===== src/rtl/writeback.sv =====
// Writeback stage: registers memory-stage results, aligns sub-word loads,
// selects the register-file write value and stalls on late bus read data.
package writeback_pkg;
  typedef enum logic [1:0] {
    MEM_SIZE_BYTE = 2'd0,
    MEM_SIZE_HALF = 2'd1,
    MEM_SIZE_WORD = 2'd2
  } mem_size_t;
endpackage

module writeback
  import writeback_pkg::*;
#(
  parameter int unsigned MAX_WAIT = 15
) (
  input  logic        clk,
  input  logic        reset,
  input  logic [31:0] m_alu_result,
  input  logic [4:0]  m_rd,
  input  logic [31:0] m_pc_plus_4,
  input  mem_size_t   m_mem_size,
  input  logic        m_load_unsigned,
  input  logic [1:0]  m_result_src,
  input  logic        m_reg_write,
  input  logic [31:0] dbus_rd_data,
  input  logic        dbus_rd_valid,
  output logic        w_stall,
  output logic        w_reg_write,
  output logic [4:0]  w_rd,
  output logic [31:0] w_result,
  output logic        w_bus_error
);

  typedef enum logic [1:0] {ST_RUN, ST_WAIT, ST_DONE} state_t;

  // The RUN cycle is the first stall cycle, so the timeout fires on the WAIT
  // cycle whose count is MAX_WAIT-1, giving MAX_WAIT stall cycles in total.
  localparam logic [7:0] LAST_WAIT = 8'(MAX_WAIT - 1);

  logic [31:0] wb_alu_result;
  logic [31:0] wb_pc_plus_4;
  mem_size_t   wb_mem_size;
  logic        wb_load_unsigned;
  logic [1:0]  wb_result_src;
  logic        wb_reg_write;

  state_t      state;
  logic [7:0]  wait_cnt;
  logic [31:0] hold_data;

  logic        is_load;
  logic [7:0]  ld_byte;
  logic [15:0] ld_half;
  logic [31:0] aligned;

  assign is_load = (wb_result_src == 2'd1) && wb_reg_write;

  always_comb begin
    ld_byte = dbus_rd_data[7:0];
    case (wb_alu_result[1:0])
      2'd0: ld_byte = dbus_rd_data[7:0];
      2'd1: ld_byte = dbus_rd_data[15:8];
      2'd2: ld_byte = dbus_rd_data[23:16];
      2'd3: ld_byte = dbus_rd_data[31:24];
    endcase
    ld_half = wb_alu_result[1] ? dbus_rd_data[31:16] : dbus_rd_data[15:0];
    case (wb_mem_size)
      MEM_SIZE_BYTE: aligned = {{24{ld_byte[7] & ~wb_load_unsigned}}, ld_byte};
      MEM_SIZE_HALF: aligned = {{16{ld_half[15] & ~wb_load_unsigned}}, ld_half};
      default:       aligned = dbus_rd_data;
    endcase
  end

  always_comb begin
    w_stall = 1'b0;
    case (state)
      ST_RUN:  w_stall = is_load && !dbus_rd_valid;
      ST_WAIT: w_stall = !dbus_rd_valid;
      default: w_stall = 1'b0;
    endcase
  end

  always_comb begin
    w_result = wb_alu_result;
    if (state == ST_DONE) begin
      w_result = hold_data;
    end else if (state == ST_WAIT && dbus_rd_valid) begin
      w_result = aligned;
    end else begin
      case (wb_result_src)
        2'd1:    w_result = aligned;
        2'd2:    w_result = wb_pc_plus_4;
        default: w_result = wb_alu_result;
      endcase
    end
  end

  assign w_reg_write = wb_reg_write && (w_rd != 5'd0) && !w_stall;

  always_ff @(posedge clk) begin
    if (reset) begin
      wb_alu_result    <= '0;
      w_rd             <= '0;
      wb_pc_plus_4     <= '0;
      wb_mem_size      <= MEM_SIZE_BYTE;
      wb_load_unsigned <= 1'b0;
      wb_result_src    <= '0;
      wb_reg_write     <= 1'b0;
      state            <= ST_RUN;
      wait_cnt         <= '0;
      hold_data        <= '0;
      w_bus_error      <= 1'b0;
    end else begin
      if (!w_stall) begin
        wb_alu_result    <= m_alu_result;
        w_rd             <= m_rd;
        wb_pc_plus_4     <= m_pc_plus_4;
        wb_mem_size      <= m_mem_size;
        wb_load_unsigned <= m_load_unsigned;
        wb_result_src    <= m_result_src;
        wb_reg_write     <= m_reg_write;
      end
      case (state)
        ST_RUN: begin
          if (is_load && !dbus_rd_valid) begin
            if (MAX_WAIT == 1) begin
              w_bus_error <= 1'b1;
              hold_data   <= '0;
              state       <= ST_DONE;
            end else begin
              wait_cnt <= 8'd1;
              state    <= ST_WAIT;
            end
          end
        end
        ST_WAIT: begin
          if (dbus_rd_valid) begin
            hold_data <= aligned;
            state     <= ST_RUN;
          end else if (wait_cnt >= LAST_WAIT) begin
            w_bus_error <= 1'b1;
            hold_data   <= '0;
            state       <= ST_DONE;
          end else if (wait_cnt != 8'hFF) begin
            wait_cnt <= wait_cnt + 8'd1;
          end
        end
        ST_DONE: state <= ST_RUN;
        default: state <= ST_RUN;
      endcase
    end
  end

endmodule

===== config.mk =====
export PLATFORM = sky130hd
export DESIGN_NAME = writeback
export DESIGN_NICKNAME = d
export VERILOG_FILES = /design/src/rtl/writeback.sv
export SDC_FILE = /design/constraint.sdc
export NUM_CORES = 1
export LEC_CHECK = 0
export ABC_AREA = 1
export BUFFER_PORTS_ARGS = -buffer_cell sky130_fd_sc_hd__buf_4
export CAP_MARGIN = 10
export CORE_ASPECT_RATIO = 1.1
export CORE_MARGIN = 5
export CORE_UTILIZATION = 49
export DETAILED_ROUTE_END_ITERATION = 12
export GPL_TIMING_DRIVEN = 0
export PLACE_DENSITY_LB_ADDON = 0.08
export REMOVE_ABC_BUFFERS = 1
export SLEW_MARGIN = 20
export SYNTH_ARGS = -nofsm -noshare
export SYNTH_HDL_FRONTEND = slang
export SYNTH_SLANG_ARGS = --single-unit

===== constraint.sdc =====
create_clock -name clk -period 1.7 [get_ports clk]
set_input_delay 0.085 -clock clk [delete_from_list [all_inputs] [get_ports clk]]
set_output_delay 0.085 -clock clk [all_outputs]
set_load 0.02 [all_outputs]

Word level (Yosys, flattened, before mapping)
Cells that the tools add are included.

Flip-flop bits (word level): 118. Output and inout bits: 40. Word-level logic and storage cells: 66.

Add/subtract/negate cells: 1. $lt $le $gt $ge: 1. Eq/ne operators: 14. Muxes and demuxes: 18. Bitwise gates (word level): 4. Reductions and logical operators: 17.

Operator list (number): 32-bit 2-to-1 mux (4); 32-bit one-hot mux with 2 select lines (2); 8-bit 2-to-1 mux (4); 8-bit one-hot mux with 4 select lines (1); 16-bit 2-to-1 mux (1); 8-bit one-hot mux with 2 select lines (1); 8-bit by 1-bit adder with 8-bit output (second input constant) (1); 2-bit by 1-bit equality test with 1-bit output (second input constant) (4); 2-bit equality test (second input constant) (4); 8-bit by 4-bit >= comparator with 1-bit output (second input constant) (1); 8-bit inequality test (second input constant) (1); 2-bit logical NOT (3); 2-bit 2-to-1 mux (3); 2-bit inequality test (second input constant) (3); 1-bit logical AND (5); 5-bit AND reduction (1); 5-bit nonzero test (1); 2-bit one-hot mux with 2 select lines (1); 2-bit AND reduction (2); 2-bit nonzero test (2); 3-bit by 2-bit inequality test with 1-bit output (second input constant) (1); 3-bit AND reduction (1); 1-bit AND (2); 1-bit logical NOT (2); 3 further kinds (4).

Depth between registers and ports, before layout
Depth in word-level cells: 7. Depth in mapped cells: 13.

Worst setup path after synthesis
No wires, ideal clock.

Path kind: flip-flop to output port. Start point: register wb_result_src[1]. End point: output port w_reg_write. Arrival: 1781 ps. Slack: -166 ps. Stages on the path, launching flop included: 10. Buffers on the path: 2. Cell sequence: dfxtp_1 > inv_1 > ha_1 > inv_2 > nor3_1 > nand3_1 > o21ai_2 > buf_4 > buf_2 > a211oi_1.

Longest elaborated chain between the ends: 6.

RTL lines: from (decl) (line 44) `logic [1:0] wb_result_src;`; from (signal assigned) (line 120) `wb_result_src <= m_result_src;`; 2-bit by 1-bit equality test with 1-bit output (line 56) `assign is_load = (wb_result_src == 2'd1) && wb_reg_write;`; 1-bit logical AND (line 56); 1-bit logical AND (line 77) `ST_RUN: w_stall = is_load && !dbus_rd_valid;`; 1-bit one-hot mux with 2 select lines (line 76) `case (state)`; via w_stall (line 27) `output logic w_stall,`; 1-bit logical NOT; 1-bit logical AND (line 98) `assign w_reg_write = wb_reg_write && (w_rd != 5'd0) && !w_stall;`; to (decl) (line 28) `output logic w_reg_write,`.

The timed path passes the listed nets, and every way through them passes these cells.

Worst setup path in the final report
Start point: register wb_alu_result[1]. End point: output port w_result[27].

Longest elaborated chain between the ends: 7. Elaborated cells on any way between the ends: 12. Classes of those cells: eq/ne (3); mux (6); bitwise (2); reduce/logical (1).

RTL lines: from (decl) (line 40) `logic [31:0] wb_alu_result;`; from (signal assigned) (line 115) `wb_alu_result <= m_alu_result;`; 2-bit equality test, or another cell as far along (line 60) `case (wb_alu_result[1:0])`; 8-bit one-hot mux with 4 select lines (line 60); 1-bit AND (line 68) `MEM_SIZE_BYTE: aligned = {{24{ld_byte[7] & ~wb_load_unsigned}}, ld_byte};`; 32-bit one-hot mux with 2 select lines (*) (line 67) `case (wb_mem_size)`; 32-bit one-hot mux with 2 select lines (line 90) `case (wb_result_src)`; 32-bit 2-to-1 mux (*) (line 87) `end else if (state == ST_WAIT && dbus_rd_valid) begin`; 32-bit 2-to-1 mux (*) (line 85) `if (state == ST_DONE) begin`; to (decl) (line 30) `output logic [31:0] w_result,`.

Every way passes the cells marked *; elsewhere a longest branch is shown, timed or not.

==> impl_metrics.yaml <==
global_routing:
  grt_start_max_net_pins: 68
  grt_usage: 0.3096
  antenna_found_initial: 0
  overflow: 0
  grt_pass1_wl_mm: 38.52
  grt_pass1_vias: 7462
clock_network:
  clkSinkCount: 118
  clk_path_buf_depth: 2
  clkTransAtPathRegs_ns: 0.06
  root_buffer: "clkbuf_16"
  tritoncts: "built"
  h-tree-depth: 4
  cts_buffers: 17
  worstSkewPairLatency_ns: 0.43
logic_synthesis:
  synth_edf_count: 0
  synth_seq_cells: 118
  yosys.area.top_type_share: 0.3581
  syn_area_per_cell_um2: 6.343
  post_synth_most_frequent_cells: "nand2_1, nor2_1, dfxtp_1, o21ai_0, a21oi_1"
  synth-main-ff-cell: "dfxtp_1"
  ys_seq_area_frac: 0.3581
  synthCells: 1040
  ys_top_cells_by_area: "dfxtp_1, nand2_1, nor2_1"
  syn_area_mm2: 0.006596
  synth_most_common_cell: "nand2_1"
  yosysWarnings: 0
  async_flop_share: 0
  yosysTopAreaCell: "dfxtp_1"
  synth.distinct_cells: 36
final_layout:
  nFillCells: 758
  syn_to_final_growth_pct: 70.11
  utilization: 0.8492
  nNetsFinal: 1415
  layout-drive-gt1-share: 0.3752
  n_antenna_cell: 0
floorplanning:
  initial_core_util: 0.4992
  die_w_um: 120.6
  ioPinCount: 150
  dieArea_mm2: 0.01589
  fp-row-count: 44
  core_mm2: 0.01321
  dieHeight_um: 131.7
sta:
  finalSetupViolCount: 109
  slew_headroom: 0.5067
  period_share: 1.380
  drv_slew: 0
  fmax_ghz: 0.4263
  holdWs_ns: 0.08716
  skew_ns: 0.005702
  layout_setup_ws_ns: -0.6460
  tightest_slew_ns: 0.7389
  rsz0062_at_grt: "yes"
  fin_crit_ns: 2.346
  hold_violations: 0
setup_path:
  critical_path_class: "register to output port"
  critPathRequiredTime_ns: 1.62
  critPathLaunch: "wb_alu_result[1]$_SDFFE_PP0N_"
  crit_fanout: 8
  r2r-start: "wb_result_src[1]$_SDFFE_PP0N_"
  critPathLaunchType: "register"
  worstPathArrival_ns: 2.26
  endpoint_kind: "output port"
drt:
  drtIter0Drc: 950
  wl_per_cell_um: 20.82
  first_pass_iters: 8
  drtAntennaViolNets: 0
  via_per_inst: 5.845
  drc_errors: 0
  drt-total-wl_mm: 30.70
  vias: 8622
placement:
  dp_hpwl_mm: 12.92
  place_congestion: 0.8748
  io_buffers: 149
hold_path:
  worstHoldStart: "dbus_rd_data[22]"
  min_path_type: "primary input to register"
power_and_ir_drop:
  irDropWorstVdd_uv: 704.0
  p_per_area_mw_per_mm2: 813.0
  cellLeakagePower_nw: 5.064
run_status:
  outcome: "finished, violations left"
  violations: "negative setup slack"
run:
  maxCapViolCount: 0
[registers in the layout, summed over array words and instances, names as in the netlist]
signal / flops
wb_pc_plus_4: 32
w_bus_error: 1
wb_alu_result: 32
state: 2
w_rd: 5
wb_result_src: 2
wb_reg_write: 1
hold_data: 32
wb_load_unsigned: 1
wb_mem_size: 2
wait_cnt: 8
[critical path: stages, from the launching register on]
cell and delay [ns]:
dfxtp_4 0.39, buf_6 0.15, o21bai_2 0.20, nand3_4 0.09, nand3_4 0.09, buf_12 0.17, nand2_8 0.13, nand3_2 0.10
nand2_1 0.11, nand2_1 0.08, a21oi_2 0.16, buf_4 0.16
[power by group]
| group | internal (mW) | switching [mW] |
|---|---|---|
| combinational | 1.08 | 1.35 |
| clock | 2.37 | 1.32 |
| sequential | 2.89 | 0.111 |
[area by class of cell]
class	instances	area (um2)	area share
clock inverters	9	125.1	0.01115
well taps	161	201.4	0.01795
repair inverters	9	152.6	0.01360
multi-input cells	754	4425	0.3944
repair buffers	294	2993	0.2667
flip-flops and latches	118	2380	0.2121
clock buffers	23	467.9	0.04170
inverters	107	475.5	0.04237
[final timing paths]
kind / endpoint / slack [ns] / cells past startpoint
max: w_result[27] / -0.65 / 11
min: hold_data[22]$_SDFFE_PP0P_ / 0.09 / 4
max reg2reg: wb_pc_plus_4[4]$_SDFFE_PP0N_ / -0.34 / 14
min reg2reg: hold_data[12]$_SDFFE_PP0P_ / 0.46 / 2
[placed cells by master, fill, tap and decap left out, drive strengths merged]
cell type	count
dlygate4sd3	75
nand3	77
o2111ai	3
a211oi	1
dfxtp	118
o21ai	137
a31oi	2
o211ai	1
clkinv	7
buf	211
nor2	188
bufinv	3
or2	13
nor3b	1
o21bai	1
inv	111
ha	4
nand2	201
clkbuf	31
nand4	1
nor3	6
clkinvlp	4
o22ai	1
a21oi	117
[repair_timing]
action | 4_1_cts | 5_1_grt
gates cloned | 10 | 16
endpoints found under the setup margin | 150 | 145
endpoints found under the hold margin | 74 | 1
hold buffers | 74 | 1
gates resized for setup | 88 | 256
pin swaps | 14 | 49
buffers inserted | 33 | 26
[cells by family (layout without fill, tap and decap cells)]
logic type,Yosys count,in the layout,synth area share
AOI/OAI and AO/OA,261,263,0.2094
and+or+nand+nor,482,487,0.3128
buffers and inverters,175,442,0.1121
adders and majority gates,4,4,0.007588
DFF,118,118,0.3581
[metal layers]
metal / vias to the layer above / GRT usage / wire (um)
li1: 3895 / - / -
met5: - / 0 / 0
met3: 194 / 0.07223 / 3208
met4: 0 / 0.1543 / 2235
met2: 569 / 0.5098 / 14190
met1: 3964 / 0.3770 / 11070
[stage by stage]
step	power (mW)	instance area [um2]	worst slack, ns	setup TNS, ns	cells
floorplan	3.901	6259	-1.715	-154.30	972
global placement	4.549	7579	-3.319	-344.61	1282
detailed placement	4.575	7710	-1.131	-134.70	1286
CTS	8.622	9799	-0.4935	-23.47	1435
global route	9.400	11220	-0.6869	-44.26	1475
finish	9.123	11220	-0.6460	-36.73	1475
(Power assumes the default switching activity.)
